$ cat config.mk
export PLATFORM = sky130hd
export DESIGN_NAME = index_buf_fifo
export DESIGN_NICKNAME = d
export VERILOG_FILES = /design/src/rtl/index_buf_fifo.sv
export SDC_FILE = /design/constraint.sdc
export NUM_CORES = 1
export LEC_CHECK = 0
export BUFFER_PORTS_ARGS = -buffer_cell sky130_fd_sc_hd__buf_2
export CAP_MARGIN = 15
export CORE_UTILIZATION = 55
export CTS_CLUSTER_SIZE = 10
export DETAILED_ROUTE_END_ITERATION = 16
export PLACE_DENSITY = 0.79
export SLEW_MARGIN = 25
export SYNTH_ARGS = -nofsm -noshare
export SYNTH_HDL_FRONTEND = slang
export SYNTH_SLANG_ARGS = --single-unit
$ cat constraint.sdc
create_clock -name clk -period 2.9 [get_ports clk]
set_input_delay 0.435 -clock clk [delete_from_list [all_inputs] [get_ports clk]]
set_output_delay 0.435 -clock clk [all_outputs]
set_load 0.02 [all_outputs]
$ cat src/rtl/index_buf_fifo.sv
// Show-ahead FIFO feeding the per-bit buffer array's `a` bus.
// Latency: a word pushed at edge N is visible on out_data in cycle N+1 (no fall-through while empty).
// Backpressure: in_ready drops while full; out_valid drops while empty. Both are decoded from count only.
//
// Ports:
//   clk, reset           : single clock, synchronous active-high reset
//   in_data/valid/ready  : producer side, word accepted when valid & ready at the edge
//   out_data/valid/ready : consumer side, out_data is the head word (0 when empty)
//   count                : current occupancy, 0..DEPTH
module index_buf_fifo #(
  parameter int WIDTH  = 8,
  parameter int DEPTH  = 4,
  parameter int ADDR_W = 2
) (
  input  logic              clk,
  input  logic              reset,
  input  logic [WIDTH-1:0]  in_data,
  input  logic              in_valid,
  output logic              in_ready,
  output logic [WIDTH-1:0]  out_data,
  output logic              out_valid,
  input  logic              out_ready,
  output logic [ADDR_W:0]   count
);

  localparam logic [ADDR_W:0] FULL_CNT = (ADDR_W+1)'(DEPTH);

  logic [WIDTH-1:0]  mem_q [DEPTH];
  logic [ADDR_W-1:0] wr_ptr_q, wr_ptr_d;
  logic [ADDR_W-1:0] rd_ptr_q, rd_ptr_d;
  logic [ADDR_W:0]   count_q, count_d;
  logic              push, pop;

  // Flow-control flags come straight from the occupancy register, so no
  // input-to-output combinational path exists through the FIFO.
  always_comb begin
    in_ready  = (count_q != FULL_CNT);
    out_valid = (count_q != '0);
  end

  always_comb begin
    push = in_valid & in_ready;
    pop  = out_valid & out_ready;
  end

  // DEPTH is a power of two, so pointer wrap is just natural ADDR_W-bit overflow.
  always_comb begin
    wr_ptr_d = wr_ptr_q;
    rd_ptr_d = rd_ptr_q;
    count_d  = count_q;
    if (push) begin
      wr_ptr_d = wr_ptr_q + ADDR_W'(1);
    end
    if (pop) begin
      rd_ptr_d = rd_ptr_q + ADDR_W'(1);
    end
    if (push && !pop) begin
      count_d = count_q + (ADDR_W+1)'(1);
    end else if (pop && !push) begin
      count_d = count_q - (ADDR_W+1)'(1);
    end
  end

  always_ff @(posedge clk) begin
    if (reset) begin
      wr_ptr_q <= '0;
      rd_ptr_q <= '0;
      count_q  <= '0;
    end else begin
      wr_ptr_q <= wr_ptr_d;
      rd_ptr_q <= rd_ptr_d;
      count_q  <= count_d;
    end
  end

  // Storage is deliberately not reset; stale contents are hidden by the
  // empty gating on out_data below.
  always_ff @(posedge clk) begin
    if (!reset && push) begin
      mem_q[wr_ptr_q] <= in_data;
    end
  end

  // Forced to zero when empty so the downstream buffer array sees a
  // deterministic value instead of a stale entry.
  always_comb begin
    out_data = out_valid ? mem_q[rd_ptr_q] : '0;
    count    = count_q;
  end

endmodule

* Yosys cells after proc, flatten, opt, wreduce, memory -nomap -nowiden
Memories as Yosys holds them, arrays and structs flattened. A register that Yosys moved wholly into a read port is not among the register bits.
Index checks and enable logic that the tools add are counted.
W data, S select, Z words.
** Operators by class
- Add/subtract/negate cells :: 4
- Eq/ne operators :: 1
- Muxes and demuxes :: 7
- Bitwise gates (word level) :: 2
- Reductions and logical operators :: 8
** Operators with widths (number)
- $mux W8 :: 1
- $mux W3 :: 2
- $add A2 B1 Y2 const B :: 2
- $mux W2 :: 2
- $add A3 B1 Y3 const B :: 1
- $logic_and A1 B1 Y1 :: 3
- $logic_not A1 Y1 :: 3
- $ne A3 B3 Y1 const B :: 1
- $reduce_bool A3 Y1 :: 1
- $sub A3 B1 Y3 const B :: 1
- $and A1 B1 Y1 :: 2
- $mux W1 :: 2
- $reduce_bool A2 Y1 :: 1
** Word-level totals
- Bits in registers :: 7
- Bits in writable memories :: 32
- Input port bits :: 12
- Output and inout bits :: 13
- Memories kept :: 1
** Memories
- mem_q :: depth 4, bits a word 8, rd ports 1, clocked after Yosys merged registers in 1, wr ports 1, RTL line 28 : logic [WIDTH-1:0] mem_q [DEPTH];

* Longest topological paths before layout
Gate-level depths: netlist of the first run.
- Word-level depth :: 6
- Mapped depth :: 9

* Least setup slack after synthesis of the first run
OpenSTA, ideal clock, no wires.
- Path type :: register to register
- Start point :: reg count_q[0], in the netlist count[0]
- End point :: reg count_q[2], in the netlist count[2]
- Arrival :: 2.174 ns
- Required time :: 2.829 ns
- Setup slack :: 0.656 ns
- Stages on the path, launching flop included :: 10
- Period minus slack after synthesis :: 2.244 ns
- Cell sequence :: dfxtp_1 > or3b_4 > nand2_4 > inv_4 > ha_1 > inv_1 > fa_1 > xor2_1 > or3_2 > a21oi_1
** On the way
- Longest elaborated chain between the ends :: 5
** RTL lines
- from (decl) :: RTL line 31 : logic [ADDR_W:0] count_q, count_d;
- from (signal assigned) :: RTL line 72 : count_q <= count_d;
- $ne A3 B3 Y1 * :: RTL line 37 : in_ready = (count_q != FULL_CNT);
- via in_ready :: RTL line 19 : output logic in_ready,
- $and A1 B1 Y1 * :: RTL line 42 : push = in_valid & in_ready;
- via push :: RTL line 32 : logic push, pop;
- $logic_not A1 Y1 :: RTL line 59 : end else if (pop && !push) begin
- $logic_and A1 B1 Y1 :: RTL line 59
- $reduce_bool A2 Y1 (no source line)
Mark *: on every way through the listed nets, which the timed path passes. The rest lies on a longest branch. The select of a mux whose other input is x is not followed.
A chain may end at the register's enable or synchronous reset.

* Final worst setup path of the first run
- Start point :: reg count_q[0], in the netlist count[0]
- End point :: reg count_q[2], in the netlist count[2]
** On the way
- Longest elaborated chain between the ends :: 5
** RTL lines
- branches (longest 5 deep; another with $sub A3 B1 Y3)
Parallel ways; which one is timed is not known. The select of a mux whose other input is x is not followed.

==> results of run 1 <==
cells in the mapped netlist:
library cell	count	area, µm²
sky130_fd_sc_hd__a21oi_1	2	10.0
sky130_fd_sc_hd__nor3b_1	4	30.0
sky130_fd_sc_hd__ha_1	5	62.6
sky130_fd_sc_hd__inv_4	1	6.26
sky130_fd_sc_hd__mux4_2	8	180
sky130_fd_sc_hd__nor2b_1	8	50.1
sky130_fd_sc_hd__nor3_1	1	5.00
sky130_fd_sc_hd__nand2_4	1	11.3
sky130_fd_sc_hd__nand2b_1	2	12.5
sky130_fd_sc_hd__fa_1	1	20.0
sky130_fd_sc_hd__clkbuf_1	3	11.3
sky130_fd_sc_hd__nand2_1	1	3.75
sky130_fd_sc_hd__xor2_1	3	26.3
sky130_fd_sc_hd__mux2i_1	2	20.0
sky130_fd_sc_hd__nor2_1	6	22.5
sky130_fd_sc_hd__inv_1	4	15.0
sky130_fd_sc_hd__buf_2	1	5.00
sky130_fd_sc_hd__or3_2	1	7.51
sky130_fd_sc_hd__o31ai_1	1	7.51
sky130_fd_sc_hd__mux2_4	1	15.0
sky130_fd_sc_hd__or3b_4	1	11.3
sky130_fd_sc_hd__edfxtp_1	32	961
sky130_fd_sc_hd__o21ai_0	2	10.0
sky130_fd_sc_hd__dfxtp_1	9	180
sky130_fd_sc_hd__or3_1	1	6.26
routing by layer:
layer  share of wire  GRT usage  vias up  wire (µm)
li1                -          -      436          -
met3           0.037     0.0635        6        106
met2            0.50      0.322       17       1440
met5               0          0        -          0
met4           0.019     0.0941        0         56
met1            0.44      0.268      469       1270
placed cells by master (no fill, tap or decap):
master / synthesis / routed
sky130_fd_sc_hd__edfxtp_1: 32 / 32
sky130_fd_sc_hd__buf_2: 1 / 24
sky130_fd_sc_hd__dfxtp_1: 9 / 9
sky130_fd_sc_hd__mux4_2: 8 / 8
sky130_fd_sc_hd__nor2b_1: 8 / 8
sky130_fd_sc_hd__nor2_1: 6 / 6
sky130_fd_sc_hd__ha_1: 5 / 5
sky130_fd_sc_hd__clkbuf_4: 0 / 5
sky130_fd_sc_hd__buf_4: 0 / 5
sky130_fd_sc_hd__inv_1: 4 / 4
sky130_fd_sc_hd__nor3b_1: 4 / 4
sky130_fd_sc_hd__xor2_1: 3 / 3
sky130_fd_sc_hd__mux2i_1: 2 / 2
sky130_fd_sc_hd__o21ai_0: 2 / 2
sky130_fd_sc_hd__a21oi_1: 2 / 2
sky130_fd_sc_hd__nand2b_1: 2 / 2
sky130_fd_sc_hd__or3b_4: 1 / 1
sky130_fd_sc_hd__nand2_4: 1 / 1
sky130_fd_sc_hd__inv_4: 1 / 1
sky130_fd_sc_hd__nor3_1: 1 / 1
sky130_fd_sc_hd__o31ai_1: 1 / 1
sky130_fd_sc_hd__mux2_4: 1 / 1
sky130_fd_sc_hd__nand2_1: 1 / 1
sky130_fd_sc_hd__or3_1: 1 / 1
sky130_fd_sc_hd__or3_2: 1 / 1
sky130_fd_sc_hd__fa_1: 1 / 1
sky130_fd_sc_hd__clkbuf_1: 3 / 1
sky130_fd_sc_hd__clkbuf_8: 0 / 1
sky130_fd_sc_hd__bufinv_16: 0 / 1
power breakdown:
part	switching (mW)	internal, mW
Clock	0.181	0.206
Combinational	0.372	0.294
Sequential	0.0859	0.702
Total	0.638	1.20
path summary, 6_finish.rpt:
path | endpoint | slack (ns) | cells after the start
hold reg to reg | flop | 0.50 | 2
hold / removal | mem_q[1][3] | 0.30 | 1
setup / recovery | count[2] | 0.56 | 7
setup reg to reg | count[2] | 0.56 | 7
final cells by class:
| type | instances | area, µm² | area share |
|---|---|---|---|
| clock inverters | 1 | 30.0 | 0.0154 |
| repair buffers | 29 | 158 | 0.0806 |
| clock buffers | 7 | 55.1 | 0.0282 |
| multi-input cells | 51 | 512 | 0.262 |
| well taps | 31 | 38.8 | 0.0198 |
| flip-flops and latches | 41 | 1140 | 0.583 |
| inverters | 5 | 21.3 | 0.0109 |
worst register-to-register path: stages (launching register included):
cell and delay (ns):
sky130_fd_sc_hd__dfxtp_1 0.40, sky130_fd_sc_hd__o31ai_1 0.46, sky130_fd_sc_hd__ha_1 0.27, sky130_fd_sc_hd__inv_1 0.06, sky130_fd_sc_hd__fa_1 0.37, sky130_fd_sc_hd__xor2_1 0.15
sky130_fd_sc_hd__or3_2 0.40, sky130_fd_sc_hd__a21oi_1 0.15
registers in the layout, summed over array words and instances (netlist names), named ones only:
| register | cells |
|---|---|
| rd_ptr_q | 2 |
| wr_ptr_q | 2 |
| mem_q | 32 |
| count | 3 |
kinds of logic (layout without fill, tap and decap cells):
logic type	after synthesis	count (layout)	share of synthesized area
XOR/XNOR	3	3	0.0155
AO/OA/AOI/OAI	5	5	0.0163
flip-flops	41	41	0.675
buffers and inverters	9	42	0.0222
adder cells (fa/ha/maj)	6	6	0.0489
AND/OR/NAND/NOR	26	26	0.0947
multiplexers	11	11	0.127
==> results by stage, run 1 <==
Pwr:
- The maximum vdd ir drop is 606 µV.
- The total power of the final layout is 1.84 mW.
- The power per standard cell area is about 940 nW/µm².
- The reported leakage power is 0.738 nW.

Cells and area:
- The post-synthesis to final-layout area growth is 15.7%.
- The number of fill cells is 199.
- The final layout contains 151 nets.
- With fillers left out, the area of the finished cells amounts to 1960 µm².
- The fraction of layout cells with a size suffix above 1 is 0.366.
- The number of antenna cells inserted is 0.
- The fraction of the core area covered by cells at the end of the flow is 0.691.
- The finished layout holds roughly 170 standard cells, fillers aside.

Place:
- Port buffering added 24 buffers.
- The HPWL after detailed placement is 1990 µm.
- The worst setup slack before clock tree synthesis is ~0.6 ns.
- After detailed placement, the total cell area comes to ~1900 µm².
- The number of cells in the design after placement is 157.
- The congestion estimate from routability-driven global placement came to around 0.7.

Global routing:
- Entering global routing, the biggest net connects 15 pins.
- The via count of the first global-routing pass is between 900 and 1000.
- The wire length of the first global-routing pass is approximately 4700 µm.
- The total overflow reported by the global router is 0.
- The overall track demand over capacity in global routing is 0.207.
- The initial antenna violation count was 0.

Logic synthesis:
- In this run the mean area of a mapped cell was 16.7 µm².
- The share of the yosys chip area belonging to registers is 0.675.
- In the synthesized netlist, the number of instances is 101.
- The flop and latch count out of synthesis is 41.
- The cell area that synthesis handed to floorplanning was 1690 µm².
- The count of synthesis-stage warnings from yosys is 0.
- The synthesized net count is 119.
- The synthesized netlist contains 25 unique library cells.

Drt:
- Dividing the detail-routed wire length by the instance count gives 17.4 µm.
- The iteration count of the initial detailed-routing pass is 10.
- The count of nets left with antenna violations once routing finished came out at 0.
- The initial detailed-routing violation count is 15.
- The DRC violations left is 3.
- The post-detailed-route via-to-cell ratio is approximately 5.6.
- After detailed routing, the total wire length is 2870 µm.
- The via total after detailed routing is between 900 and 1000.

Clocking:
- Clock tree synthesis selected as its root buffer the cell sky130_fd_sc_hd__clkbuf_4.
- After clock tree synthesis, the repair step resized 0 gates.
- The number of buffers created by CTS is 5.
- Buffers inserted to repair hold after CTS numbered 0.
- No sink is reached through more buffers than the 2 on the longest clock path.
- The clock tree synthesis step divided the H-tree into 2 levels.
- After clock tree synthesis, the clock-pin slew on the worst setup and hold paths is 0.12 ns.
- Clock latency on the worst-skew pair, taken at its later pin, is 0.35 ns.
- TritonCTS built the clock tree.
- The clock sink count is 41.
- The count of buffers added by post-CTS timing repair for setup is 0.

Timing:
- Setup slack on the critical path of the routed design comes to 0.559 ns.
- Derived from the worst setup path, the maximum achievable clock frequency is 0.427 GHz.
- Setup repair after global routing left no endpoint under its margin.
- For the pin with the worst max-slew slack, the measured transition is between 0.5 and 0.6 ns.
- The final worst hold slack is 0.295 ns.
- Setup total negative slack on the finished layout was measured at 0 ns.
- Headroom to the max-slew limit came out at 0.633.
- The final number of hold-violating endpoints is 0.
- The worst setup skew after layout is 0.0100 ns.
- Subtracting the final worst setup slack from the clock period gives 2.34 ns.
- Setup violations remaining at the end of the flow were counted as 0.
- The post-route clock period utilization is 0.807.
- The final max-slew violation count is 0.

Worst setup path:
- The highest fanout seen on the critical path is 6.
- The arrival time at the worst endpoint is about 2.6 ns.
- STA classifies the critical path endpoint as a flop.
- The cell class contributing the biggest share of worst-path delay is adder cells.
- The largest stage delay on the critical path is 0.46 ns.
- The required time of the critical path is 3.19 ns.
- The startpoint kind of the worst setup timing path is a flop.
- The number of buffers and inverters on the critical path is 1.
- The critical path goes through o31ai_1 > ha_1 > inv_1 > fa_1 > xor2_1 > or3_2 > a21oi_1.
- The startpoint identified for the worst register-to-register timing path is count[0].
- Tracing the worst setup path back leads to its startpoint at count[0].
- The slowest stage of the critical path belongs to the cell sky130_fd_sc_hd__o31ai_1.
- The critical path in this run is classified as reg2reg.

Floorplanning:
- The starting utilization of the core area is 0.598.
- The horizontal die dimension is 57.4 µm.
- In this run the vertical extent of the chip is 57.4 µm.
- The core box area is 2830 µm².
- The floorplan has 19 rows.
- 25 I/O pins were placed.
- The total die area is 3300 µm².

Status:
- The run finished, with violations left.
- The checks that failed: DRC.

Job:
- The max-cap check violation count is 0.

Min path:
- The start point of the worst min-delay path is in_data[3].
- The class of the tightest hold or removal check is in2reg.
Note: power is estimated with default switching activity, not from simulation.
==> run 2: changes to the inputs <==
--- a/config.mk
+++ b/config.mk
@@ -7,10 +7,10 @@
 export LEC_CHECK = 0
 export BUFFER_PORTS_ARGS = -buffer_cell sky130_fd_sc_hd__buf_2
 export CAP_MARGIN = 15
-export CORE_UTILIZATION = 55
+export CORE_UTILIZATION = 50
 export CTS_CLUSTER_SIZE = 10
 export DETAILED_ROUTE_END_ITERATION = 16
-export PLACE_DENSITY = 0.79
+export PLACE_DENSITY = 0.76
 export SLEW_MARGIN = 25
 export SYNTH_ARGS = -nofsm -noshare
 export SYNTH_HDL_FRONTEND = slang
==> constraint.sdc (replaced) <==
create_clock -name clk -period 2.1 [get_ports clk]
set_input_delay 0.315 -clock clk [delete_from_list [all_inputs] [get_ports clk]]
set_output_delay 0.315 -clock clk [all_outputs]
set_load 0.02 [all_outputs]
==> results by stage, run 2 (synthesis gave the netlist of run 1 again) <==
Cells and area:
- The post-route standard cell area excluding fillers is 2050 µm².
- The finished layout holds 183 standard cells, fillers aside.
- Relative to the synthesized area, the layout overhead comes to 21.5%.
- The fraction of layout cells with a size suffix above 1 is 0.439.
- The library cell used most frequently in the layout, excluding fill and tap cells, is sky130_fd_sc_hd__edfxtp_1.
- The flip-flop count of the largest register, all copies and words added is 32.
- More flip-flops sit in one register than any other, and that register is mem_q.
- The repair_antennas step left the layout with diodes totalling 0.
- In the final design database the tool counted 156 nets.
- Fill cells in the final layout number 213.
- In the layout the commonest cells are sky130_fd_sc_hd__edfxtp_1 (32), sky130_fd_sc_hd__buf_2 (24), sky130_fd_sc_hd__buf_4 (9).

Pwr:
- The power per standard cell area is 1290 nW/µm².
- IR analysis of the VDD net gives a maximum drop of 900 µV.
- For this design the static power due to leakage is approximately 0.76 nW.
- After layout, the design draws a total of 2.65 mW.

Worst setup path:
- The register-to-register setup slack is around 0.12 ns.
- Broken down by cell family, the worst path's largest delay share belongs to simple AND/OR/NAND/NOR gates.
- STA classifies the critical path startpoint as a flop.
- Of all nets on the critical path, the largest fanout is 5.
- The required time of the critical path is 2.39 ns.
- The arrival time at the worst endpoint is 2.27 ns.
- The critical path goes through or3b_4 > nand2_4 > inv_4 > ha_4 > inv_1 > fa_2 > xor2_1 > or3_4 > a21oi_2.
- The critical path contains buffers and inverters numbering 2 combined.
- The worst setup path is of the reg2reg kind.
- On the critical path, the stage with the largest delay is an instance of sky130_fd_sc_hd__or3b_4.
- The worst setup path is captured at a flop.
- On the worst path, the slowest cell contributes a delay of 0.41 ns.

Drt:
- The post-detailed-route via-to-cell ratio is 5.11.
- The number of nets with antenna violations after routing is 0.
- The DRC violations left is 0.
- The routed design has 2740 µm of wire.
- The final route contains 936 vias.
- For this block, the initial DRC count from the detailed router was 31.
- The iteration count of the initial detailed-routing pass is 4.
- After detailed routing, the average wire length per cell comes to 15.0 µm.

Timing:
- The worst-case setup margin in the final layout is 0.121 ns.
- Summed over all failing endpoints, the final setup total negative slack is 0 ns.
- Setup repair after global routing left no endpoint under its margin.
- Timing would allow up to just over 0.5 GHz.
- At the pin with the least slew margin, the transition time is 0.408 ns.
- The final setup violation count is 0.
- Between clock sinks in the finished design, the worst skew comes to 0.00991 ns.
- The final max-slew violation count is 0.
- Subtracting the final worst setup slack from the clock period gives approximately 2.0 ns.
- The post-route clock period utilization is 0.943.
- The final number of hold-violating endpoints is 0.
- The headroom to the max-slew limit is 0.728.

Clocking:
- The clock passes through at most 2 buffers.
- TritonCTS built the clock tree.
- The clock root buffer is sky130_fd_sc_hd__clkbuf_4.
- The total number of H-tree levels is 2.
- Clock-pin slew was measured on the worst setup and hold paths at 0.12 ns.
- The later-pin clock latency in the skew report is 0.34 ns.
- In this run, CTS created clock tree buffers numbering 5.
- The clock sink count is 41.

Global routing:
- The largest net degree at the start of global routing is 15.
- The via count of the first global-routing pass came to 911.
- Global routing finished with a remaining overflow of 0.
- The first global-routing pass estimated between 4000 and 5000 µm of wire.
- Across every metal layer, demand over resource in global routing totals 0.171.
- The initial antenna violation count is 0.

Place:
- The count of buffers inserted at the top-level ports is 24.
- The placer's final routability congestion estimate is 0.796.
- The HPWL after detailed placement is 1820 µm.
- The instance area at placement is 1910 µm².
- Including well taps, the total number of placed cells is 171.
- Before CTS, the worst setup slack after placement is -0.0326 ns.

Floorplanning:
- The die is 60.1 µm tall.
- The region available for standard cell placement spans 3130 µm².
- The total I/O pin count is 25.
- The die covers 3620 µm².
- The floorplan has 20 rows.
- The die is 60.1 µm wide.
- The starting utilization of the core area is 0.540.

Job:
- The max-cap check violation count is 0.

Status:
- The run finished with clean final reports.

Min path:
- The worst hold path belongs to the class in2reg.
run 2: cell count changes in the layout (fill, tap and decap cells not counted), sizes merged:
cell	before	now
buf	29	34
clkbuf	7	5
clkinvlp	0	1
clkinv	0	1
run 2: final cells by class:
| class | count | area, µm² | share of cell area |
|---|---|---|---|
| inverters | 5 | 21.3 | 0.0104 |
| clock inverters | 3 | 41.3 | 0.0201 |
| flip-flops and latches | 41 | 1150 | 0.561 |
| multi-input cells | 51 | 548 | 0.267 |
| clock buffers | 5 | 37.5 | 0.0183 |
| repair buffers | 34 | 199 | 0.0968 |
| well taps | 44 | 55.1 | 0.0268 |
run 2: path summary, 6_finish.rpt:
| path | start | end | cells past startpoint |
|---|---|---|---|
| setup / recovery | count[1] | count[2] | 9 |
| setup reg to reg | count[1] | count[2] | 9 |
| hold reg to reg | rd_ptr_q[1] | rd_ptr_q[1] | 2 |
| hold / removal | in_data[2] | mem_q[1][2] | 1 |
run 2: per-stage QoR:
step | utilization | hold slack (ns)
2_1_floorplan | - | 0.414
3_3_place_gp | 0.612 | 0.468
3_5_place_dp | 0.612 | 0.484
4_1_cts | 0.648 | 0.159
5_1_grt | 0.657 | 0.152
6_report | 0.657 | 0.173
run 2: worst reg2reg max path: cells and delay by family, from the launching register on:
kind,cells,cell delay [ns]
DFF,1,0.38
AOI/OAI and AO/OA,1,0.13
buffers and inverters,2,0.12
xor gates and xnor gates,1,0.10
and+or+nand+nor,3,0.85
adders and majority gates,2,0.35
run 2: timing repair:
action | CTS | global route
hold buffers | 0 | 0
resized for setup | 3 | 3
buffers inserted | 2 | 2
endpoints found under the setup margin | 1 | 3
pin swaps | 0 | 1
run 2: layer usage:
| metal | share of wire | vias to the layer above | track usage | wire, µm |
|---|---|---|---|---|
| met5 | 0 | - | 0 | 0 |
| met2 | 0.51 | 21 | 0.287 | 1400 |
| li1 | - | 448 | - | - |
| met3 | 0.038 | 8 | 0.0606 | 103 |
| met4 | 0.026 | 0 | 0.0930 | 70 |
| met1 | 0.42 | 459 | 0.187 | 1160 |
run 2: power breakdown:
| part | internal, mW | switching, mW |
|---|---|---|
| combinational | 0.505 | 0.590 |
| clock | 0.247 | 0.252 |
| sequential | 0.985 | 0.0750 |
